==> src/rtl/mem_ctrl_if.sv <==
// CPU-side bus of the RAM controller: fetch channel plus data channel.
// Pure wiring, no latency of its own.
// Fetch has no backpressure; data requests are flow-controlled by d_req_ready.
interface mem_ctrl_if #(
  parameter int ADDR_W = 8,
  parameter int DATA_W = 8
);
  // fetch channel
  logic                  f_req_valid;
  logic [ADDR_W-1:0]     f_req_addr;
  logic                  f_rsp_valid;
  logic [DATA_W-1:0]     f_rsp_data;
  // data channel
  logic                  d_req_valid;
  logic                  d_req_ready;
  logic                  d_req_we;
  logic                  d_req_word;
  logic [ADDR_W-1:0]     d_req_addr;
  logic [2*DATA_W-1:0]   d_req_wdata;
  logic                  d_rsp_valid;
  logic [2*DATA_W-1:0]   d_rsp_rdata;

  // CPU side
  modport master (
    output f_req_valid, f_req_addr, d_req_valid, d_req_we, d_req_word,
           d_req_addr, d_req_wdata,
    input  f_rsp_valid, f_rsp_data, d_req_ready, d_rsp_valid, d_rsp_rdata
  );

  // controller side
  modport slave (
    input  f_req_valid, f_req_addr, d_req_valid, d_req_we, d_req_word,
           d_req_addr, d_req_wdata,
    output f_rsp_valid, f_rsp_data, d_req_ready, d_rsp_valid, d_rsp_rdata
  );
endinterface

==> src/rtl/mem_ctrl.sv <==
// Controller for a 2-read/1-write byte RAM: fetch on port 1, byte/word loads and stores on port 2.
// Fetch and byte ops respond 1 cycle after accept, word ops 2 cycles (split into lo/hi byte, little-endian).
// Fetch is never stalled; d_req_ready drops for the second half of a word op; responses cannot be stalled.
module mem_ctrl #(
  parameter int ADDR_W = 8,
  parameter int DATA_W = 8
) (
  input  logic              clk,
  input  logic              reset,
  mem_ctrl_if.slave         bus,
  output logic [ADDR_W-1:0] ram_addr_1,
  input  logic [DATA_W-1:0] ram_rdata_1,
  output logic [ADDR_W-1:0] ram_addr_2,
  output logic [DATA_W-1:0] ram_wdata,
  output logic              ram_we,
  input  logic [DATA_W-1:0] ram_rdata_2
);

  typedef enum logic [1:0] {
    IDLE  = 2'd0,
    RD_HI = 2'd1,
    WR_HI = 2'd2
  } state_t;

  localparam logic [ADDR_W-1:0] ADDR_ONE = ADDR_W'(1);

  state_t              state;
  state_t              state_nxt;
  logic [ADDR_W-1:0]   addr_hi;      // address of the high byte of a word op
  logic [DATA_W-1:0]   hi_byte;      // high byte of a pending word store
  logic [DATA_W-1:0]   lo_byte;      // low byte captured during a word load
  logic                rsp_is_word;
  logic                rsp_is_wr;
  logic                f_vld_q;
  logic                d_vld_q;
  logic                d_vld_nxt;
  logic                req_rdy;
  logic                accept;
  logic [2*DATA_W-1:0] rsp_rdata;

  // Fetch path: address straight through, RAM's registered read supplies the 1-cycle latency.
  assign ram_addr_1      = bus.f_req_addr;
  assign bus.f_rsp_data  = ram_rdata_1;
  assign bus.f_rsp_valid = f_vld_q;

  assign bus.d_req_ready = req_rdy;
  assign bus.d_rsp_valid = d_vld_q;
  assign bus.d_rsp_rdata = rsp_rdata;
  assign accept          = bus.d_req_valid & req_rdy;

  // State register for the word-splitting FSM.
  always_ff @(posedge clk or negedge reset) begin
    if (!reset) begin
      state <= IDLE;
    end else begin
      state <= state_nxt;
    end
  end

  // Next state and RAM port 2 drive; reset forces ready and write-enable low immediately.
  always_comb begin
    state_nxt  = state;
    req_rdy    = 1'b0;
    ram_addr_2 = addr_hi;
    ram_wdata  = hi_byte;
    ram_we     = 1'b0;
    d_vld_nxt  = 1'b0;
    case (state)
      IDLE: begin
        req_rdy    = 1'b1;
        ram_addr_2 = bus.d_req_addr;
        ram_wdata  = bus.d_req_wdata[DATA_W-1:0];
        ram_we     = bus.d_req_valid & bus.d_req_we;
        if (bus.d_req_valid) begin
          if (!bus.d_req_word) begin
            d_vld_nxt = 1'b1;
          end else if (bus.d_req_we) begin
            state_nxt = WR_HI;
          end else begin
            state_nxt = RD_HI;
          end
        end
      end
      RD_HI: begin
        state_nxt = IDLE;
        d_vld_nxt = 1'b1;
      end
      WR_HI: begin
        ram_we    = 1'b1;
        state_nxt = IDLE;
        d_vld_nxt = 1'b1;
      end
      default: begin
        state_nxt = IDLE;
      end
    endcase
    if (!reset) begin
      req_rdy = 1'b0;
      ram_we  = 1'b0;
    end
  end

  // Response valids: fetch echoes the request one cycle later, data follows the FSM.
  always_ff @(posedge clk or negedge reset) begin
    if (!reset) begin
      f_vld_q <= 1'b0;
      d_vld_q <= 1'b0;
    end else begin
      f_vld_q <= bus.f_req_valid;
      d_vld_q <= d_vld_nxt;
    end
  end

  // Request context: high-byte address and data latched on accept, low byte captured in RD_HI.
  always_ff @(posedge clk or negedge reset) begin
    if (!reset) begin
      addr_hi     <= '0;
      hi_byte     <= '0;
      lo_byte     <= '0;
      rsp_is_word <= 1'b0;
      rsp_is_wr   <= 1'b0;
    end else begin
      if (accept) begin
        addr_hi     <= bus.d_req_addr + ADDR_ONE;
        hi_byte     <= bus.d_req_wdata[2*DATA_W-1:DATA_W];
        rsp_is_word <= bus.d_req_word;
        rsp_is_wr   <= bus.d_req_we;
      end
      if (state == RD_HI) begin
        lo_byte <= ram_rdata_2;
      end
    end
  end

  // Load data assembly: the RAM output in the response cycle is the last byte read.
  always_comb begin
    rsp_rdata = '0;
    if (d_vld_q && !rsp_is_wr) begin
      if (rsp_is_word) begin
        rsp_rdata = {ram_rdata_2, lo_byte};
      end else begin
        rsp_rdata = {{DATA_W{1'b0}}, ram_rdata_2};
      end
    end
  end

endmodule

==> src/flat_wrapper.sv <==
// flat-port wrapper written by rule: the top's interface ports become plain ports
module mem_ctrl_flat 
#(
  parameter int ADDR_W = 8,
  parameter int DATA_W = 8
)
  (clk, reset, ram_addr_1, ram_rdata_1, ram_addr_2, ram_wdata, ram_we, ram_rdata_2, bus_f_req_valid, bus_f_req_addr, bus_d_req_valid, bus_d_req_we, bus_d_req_word, bus_d_req_addr, bus_d_req_wdata, bus_f_rsp_valid, bus_f_rsp_data, bus_d_req_ready, bus_d_rsp_valid, bus_d_rsp_rdata);
  mem_ctrl_if #(.ADDR_W(ADDR_W), .DATA_W(DATA_W)) bus_i ();
  input  logic clk;
  input  logic reset;
  output logic [ADDR_W-1:0] ram_addr_1;
  input  logic [DATA_W-1:0] ram_rdata_1;
  output logic [ADDR_W-1:0] ram_addr_2;
  output logic [DATA_W-1:0] ram_wdata;
  output logic ram_we;
  input  logic [DATA_W-1:0] ram_rdata_2;
  input wire logic [$bits(bus_i.f_req_valid)-1:0] bus_f_req_valid;
  input wire logic [$bits(bus_i.f_req_addr)-1:0] bus_f_req_addr;
  input wire logic [$bits(bus_i.d_req_valid)-1:0] bus_d_req_valid;
  input wire logic [$bits(bus_i.d_req_we)-1:0] bus_d_req_we;
  input wire logic [$bits(bus_i.d_req_word)-1:0] bus_d_req_word;
  input wire logic [$bits(bus_i.d_req_addr)-1:0] bus_d_req_addr;
  input wire logic [$bits(bus_i.d_req_wdata)-1:0] bus_d_req_wdata;
  output wire logic [$bits(bus_i.f_rsp_valid)-1:0] bus_f_rsp_valid;
  output wire logic [$bits(bus_i.f_rsp_data)-1:0] bus_f_rsp_data;
  output wire logic [$bits(bus_i.d_req_ready)-1:0] bus_d_req_ready;
  output wire logic [$bits(bus_i.d_rsp_valid)-1:0] bus_d_rsp_valid;
  output wire logic [$bits(bus_i.d_rsp_rdata)-1:0] bus_d_rsp_rdata;
  assign bus_i.f_req_valid = bus_f_req_valid;
  assign bus_i.f_req_addr = bus_f_req_addr;
  assign bus_i.d_req_valid = bus_d_req_valid;
  assign bus_i.d_req_we = bus_d_req_we;
  assign bus_i.d_req_word = bus_d_req_word;
  assign bus_i.d_req_addr = bus_d_req_addr;
  assign bus_i.d_req_wdata = bus_d_req_wdata;
  assign bus_f_rsp_valid = bus_i.f_rsp_valid;
  assign bus_f_rsp_data = bus_i.f_rsp_data;
  assign bus_d_req_ready = bus_i.d_req_ready;
  assign bus_d_rsp_valid = bus_i.d_rsp_valid;
  assign bus_d_rsp_rdata = bus_i.d_rsp_rdata;
  mem_ctrl #(.ADDR_W(ADDR_W), .DATA_W(DATA_W)) u_core (.clk(clk), .reset(reset), .bus(bus_i), .ram_addr_1(ram_addr_1), .ram_rdata_1(ram_rdata_1), .ram_addr_2(ram_addr_2), .ram_wdata(ram_wdata), .ram_we(ram_we), .ram_rdata_2(ram_rdata_2));
endmodule
==> config.mk <==
export PLATFORM = sky130hd
export DESIGN_NAME = mem_ctrl_flat
export DESIGN_NICKNAME = d
export VERILOG_FILES = /design/src/rtl/mem_ctrl_if.sv /design/src/rtl/mem_ctrl.sv /design/src/flat_wrapper.sv
export SDC_FILE = /design/constraint.sdc
export NUM_CORES = 1
export LEC_CHECK = 0
export BUFFER_PORTS_ARGS = -buffer_cell sky130_fd_sc_hd__buf_2
export CAP_MARGIN = 10
export CORE_UTILIZATION = 47
export DETAILED_ROUTE_END_ITERATION = 10
export GPL_TIMING_DRIVEN = 0
export MAX_ROUTING_LAYER = met4
export PLACE_DENSITY_LB_ADDON = 0.3
export SLEW_MARGIN = 20
export SYNTH_ARGS = -nofsm -noshare
export SYNTH_HDL_FRONTEND = slang
export SYNTH_SLANG_ARGS = --single-unit
==> constraint.sdc <==
create_clock -name clk -period 3.35 [get_ports clk]
set_input_delay 0.1675 -clock clk [delete_from_list [all_inputs] [get_ports clk]]
set_output_delay 0.1675 -clock clk [all_outputs]
set_load 0.02 [all_outputs]
==> results.md <==
| Quantity | Value |
| --- | --- |
| Number of DRC violations after detailed-routing iteration 0 | 33 |
| Highest clock frequency the design can meet | 458.7 MHz |
| Horizontal die dimension | 63.49 um |
| Share of synthesized area occupied by flip-flops and latches | 42.25% |
| Vias in the first global route | 1504 |
| HP Start | bus_d_req_wdata[13] |
| Clk buf depth | 2 |
| Summed area of non-filler cells in the final layout | 2442 um2 |
| FILL cells | 294 |
| Worst hold endpoint | u_core.hi_byte[5] |
| Routability congestion estimate | 0.7513 |
| Standard-cell row count | 21 |
| Crit Path Max Fanout | 34 |
| Critical path class | primary input to output pin |
| Buffers inserted during post-CTS setup optimization | 0 |
| Via density per instance | 4.847 |
| Synthesis warning total | 0 |
| Final total negative setup slack | 0 ns |
| RSZ-0062 raised after global routing | no |
| Post-DRT Antenna Nets | 0 |
| Area Growth Syn to Fin | 37.46% |
| Count of pins on the block boundary | 106 |
| Buffer type at the clock tree root | sky130_fd_sc_hd__clkbuf_8 |
| Endpoint of the lowest-slack register-to-register path | u_core.addr_hi[7] |
| Via count of the routed design | 1614 |
| Max Cap Violations | 0 |
| Post-Syn Nets | 247 |
| Period utilisation layout | 65.08% |
| Deepest level of the CTS H-tree | 2 |
| Number of synthesized register bits | 30 |
| Cell Chain, Critical Path | dlygate4sd3_1 > buf_2 > and3_1 > clkbuf_2 > nand2_1 > nand2_1 > buf_2 |
| Setup slack of the worst register-to-register path | 1.83 ns |
| Footprint of the multi-input gates | 849.6 um2 |
| Total inserted antenna cells | 0 |
| Hold slack | 0.07318 ns |
| Worst path arrival time | 2.01 ns |
| Startpoint of the worst register-to-register path | u_core.state[0] |
| Synth unique cells | 25 |
| Maximum resistive drop on vdd | 399.9 uV |
| Reg area | 750.7 um2 |
| Count of final hold-check violations | 0 |
| # nets final | 345 |
| Most common cell after layout, fill and taps aside | sky130_fd_sc_hd__buf_2 |
| Routed wire length | 3739 um |
| Area share of the largest cell type after synthesis | 42.25% |
| Required time reported for the critical path endpoint | 3.18 ns |
| Clock tree from TritonCTS | done |
| Die Footprint | 4030 um2 |
| Placement-stage cell area | 2280 um2 |
| Detailed Routing Iterations Pass 1 | 4 |
| Setup violations, final | 0 |
| Min-Delay Path Depth | 3 |
| Sum of overflow across all layers after global routing | 0 |
| Measured slew at the worst slew-check pin | 0.6983 ns |
| Number of port buffers | 89 |
| Final HPWL DP | 2837 um |
| Maximum number of pins on one net before global-route repair | 35 |
| Max-slew violation count | 0 |
| Clock buffer count from CTS | 5 |
| Commonest cells after routing, fill and taps aside | sky130_fd_sc_hd__buf_2, sky130_fd_sc_hd__nand2_1, sky130_fd_sc_hd__dfrtp_1, sky130_fd_sc_hd__mux2_2, sky130_fd_sc_hd__buf_4 |
| Status | complete, no violations |
| Initial antenna violation count | 0 |
| Areal power density over the cells | 834.5 nW/um2 |
| DRC viols | 0 |
| Netlist Area Pre-Place | 1777 um2 |
| GRT Resource Usage Total | 20.21% |
| Slew Limit Headroom | 53.45% |
| Worst Reg2Reg Path Length in Cells | 6 |
| Delay of the slowest cell on the worst path | 0.56 ns |
| LEAKAGE | 1.342 nW |
| Highest-delay cell along the critical path | sky130_fd_sc_hd__buf_2 |
| Clock latency reported for the late side of the worst-skew pair | 0.28 ns |
| Cells after Synth | 188 |
| Effective utilization at floorplan | 51.23% |
| Crit end category | output pin |
| Largest clock skew in the final design | 0.002686 ns |
| # clock sinks | 30 |
| Launching element type of the critical path | primary input |
| Clock transition at the registers of the reported paths | 0.06 ns |
| Proportion of layout cells with a drive suffix above 1 | 50.17% |
| Post-synthesis area per instance | 9.451 um2 |
| Top cells by area, synth | sky130_fd_sc_hd__dfrtp_1, sky130_fd_sc_hd__mux2_2, sky130_fd_sc_hd__nand2_1 |
| Shortest clock period the worst path allows after layout | 2.180 ns |
| Wire length of the first global-routing pass | 6189 um |
| Yosys top cell by area | sky130_fd_sc_hd__dfrtp_1 |
| Routed length per instance | 11.23 um |
| Tightest Hold Check Type | primary input to flip-flop |
| Overall die height | 63.49 um |
| Placeable core area | 3468 um2 |
worst max-delay path by stage:
stage                               start       endpoint  slack, ns
after floorplan           u_core.state[0]  ram_addr_2[0]       1.92
after CTS                           reset         ram_we       1.09
after global placement              reset         ram_we       1.66
final                               reset         ram_we       1.17
after global routing                reset         ram_we       0.98
after detailed placement            reset         ram_we       1.65
worst max-delay path, delay by kind of cell:
kind	cells	cell delay, ns
buf+inv	4	1.40
simple gates	3	0.41
timing repair:
item / CTS / global route
setup endpoints to repair: 0 / 0
gates resized for setup: 0 / 0
hold buffers: 2 / 0
hold endpoints to repair: 31 / 0
metal layers:
metal,wire (um),track usage [%]
met4,70,8.239
met1,1581,21.66
met2,1797,34.84
met5,0,-
met3,289,5.616
registers in the layout, summed over array words and instances, names as in the netlist:
register,flops
u_core.bus.f_rsp_valid,1
u_core.rsp_is_wr,1
u_core.bus.d_rsp_valid,1
u_core.state,2
u_core.rsp_is_word,1
u_core.addr_hi,8
u_core.hi_byte,8
u_core.lo_byte,8
kinds of logic (layout without fill, tap and decap cells):
kind of cell	after synthesis	count (layout)	synth area share, %
xor gates and xnor gates	3	3	1.479
DFF	30	30	42.25
AOI/OAI and AO/OA	14	14	4.366
adders and majority gates	5	5	3.521
and+or+nand+nor	75	75	18.73
muxes	32	32	19.72
buffers and inverters	29	128	9.929
area by class of cell:
| type | instances | share of cell area [%] |
|---|---|---|
| plain buffers | 26 | 6.762 |
| flip-flops and latches | 30 | 30.74 |
| inverters | 3 | 0.4611 |
| multi-input cells | 129 | 34.78 |
| clock buffers | 6 | 3.381 |
| repair buffers | 91 | 19.06 |
| well taps | 46 | 2.357 |
| clock inverters | 2 | 2.459 |
report_power, final:
group	switching, mW	internal, mW
logic	0.545	0.424
registers	0.0846	0.530
clock network	0.138	0.317
metrics by stage:
step                utilization (%)  cells  worst slack [ns]  total power [mW]
global placement              65.73    323             1.656             1.576
CTS                           70.42    333             1.095             2.060
global route                  70.42    333            0.9829             2.187
floorplan                         -    188             1.921             1.321
finish                        70.42    333             1.170             2.038
detailed placement            65.73    323             1.645             1.596
Yosys cell counts, drive strengths merged:
cell / count
nand2: 42
dfrtp: 30
mux2: 24
buf: 21
nor2: 12
and3: 9
mux2i: 8
o21ai: 8
clkbuf: 5
ha: 5
nand3: 5
a31oi: 4
inv: 3
or3: 3
xor2: 2
a21boi: 1
a21oi: 1
and2: 1
nand2b: 1
nand4: 1
nor2b: 1
xnor2: 1
(Power assumes the default switching activity.)
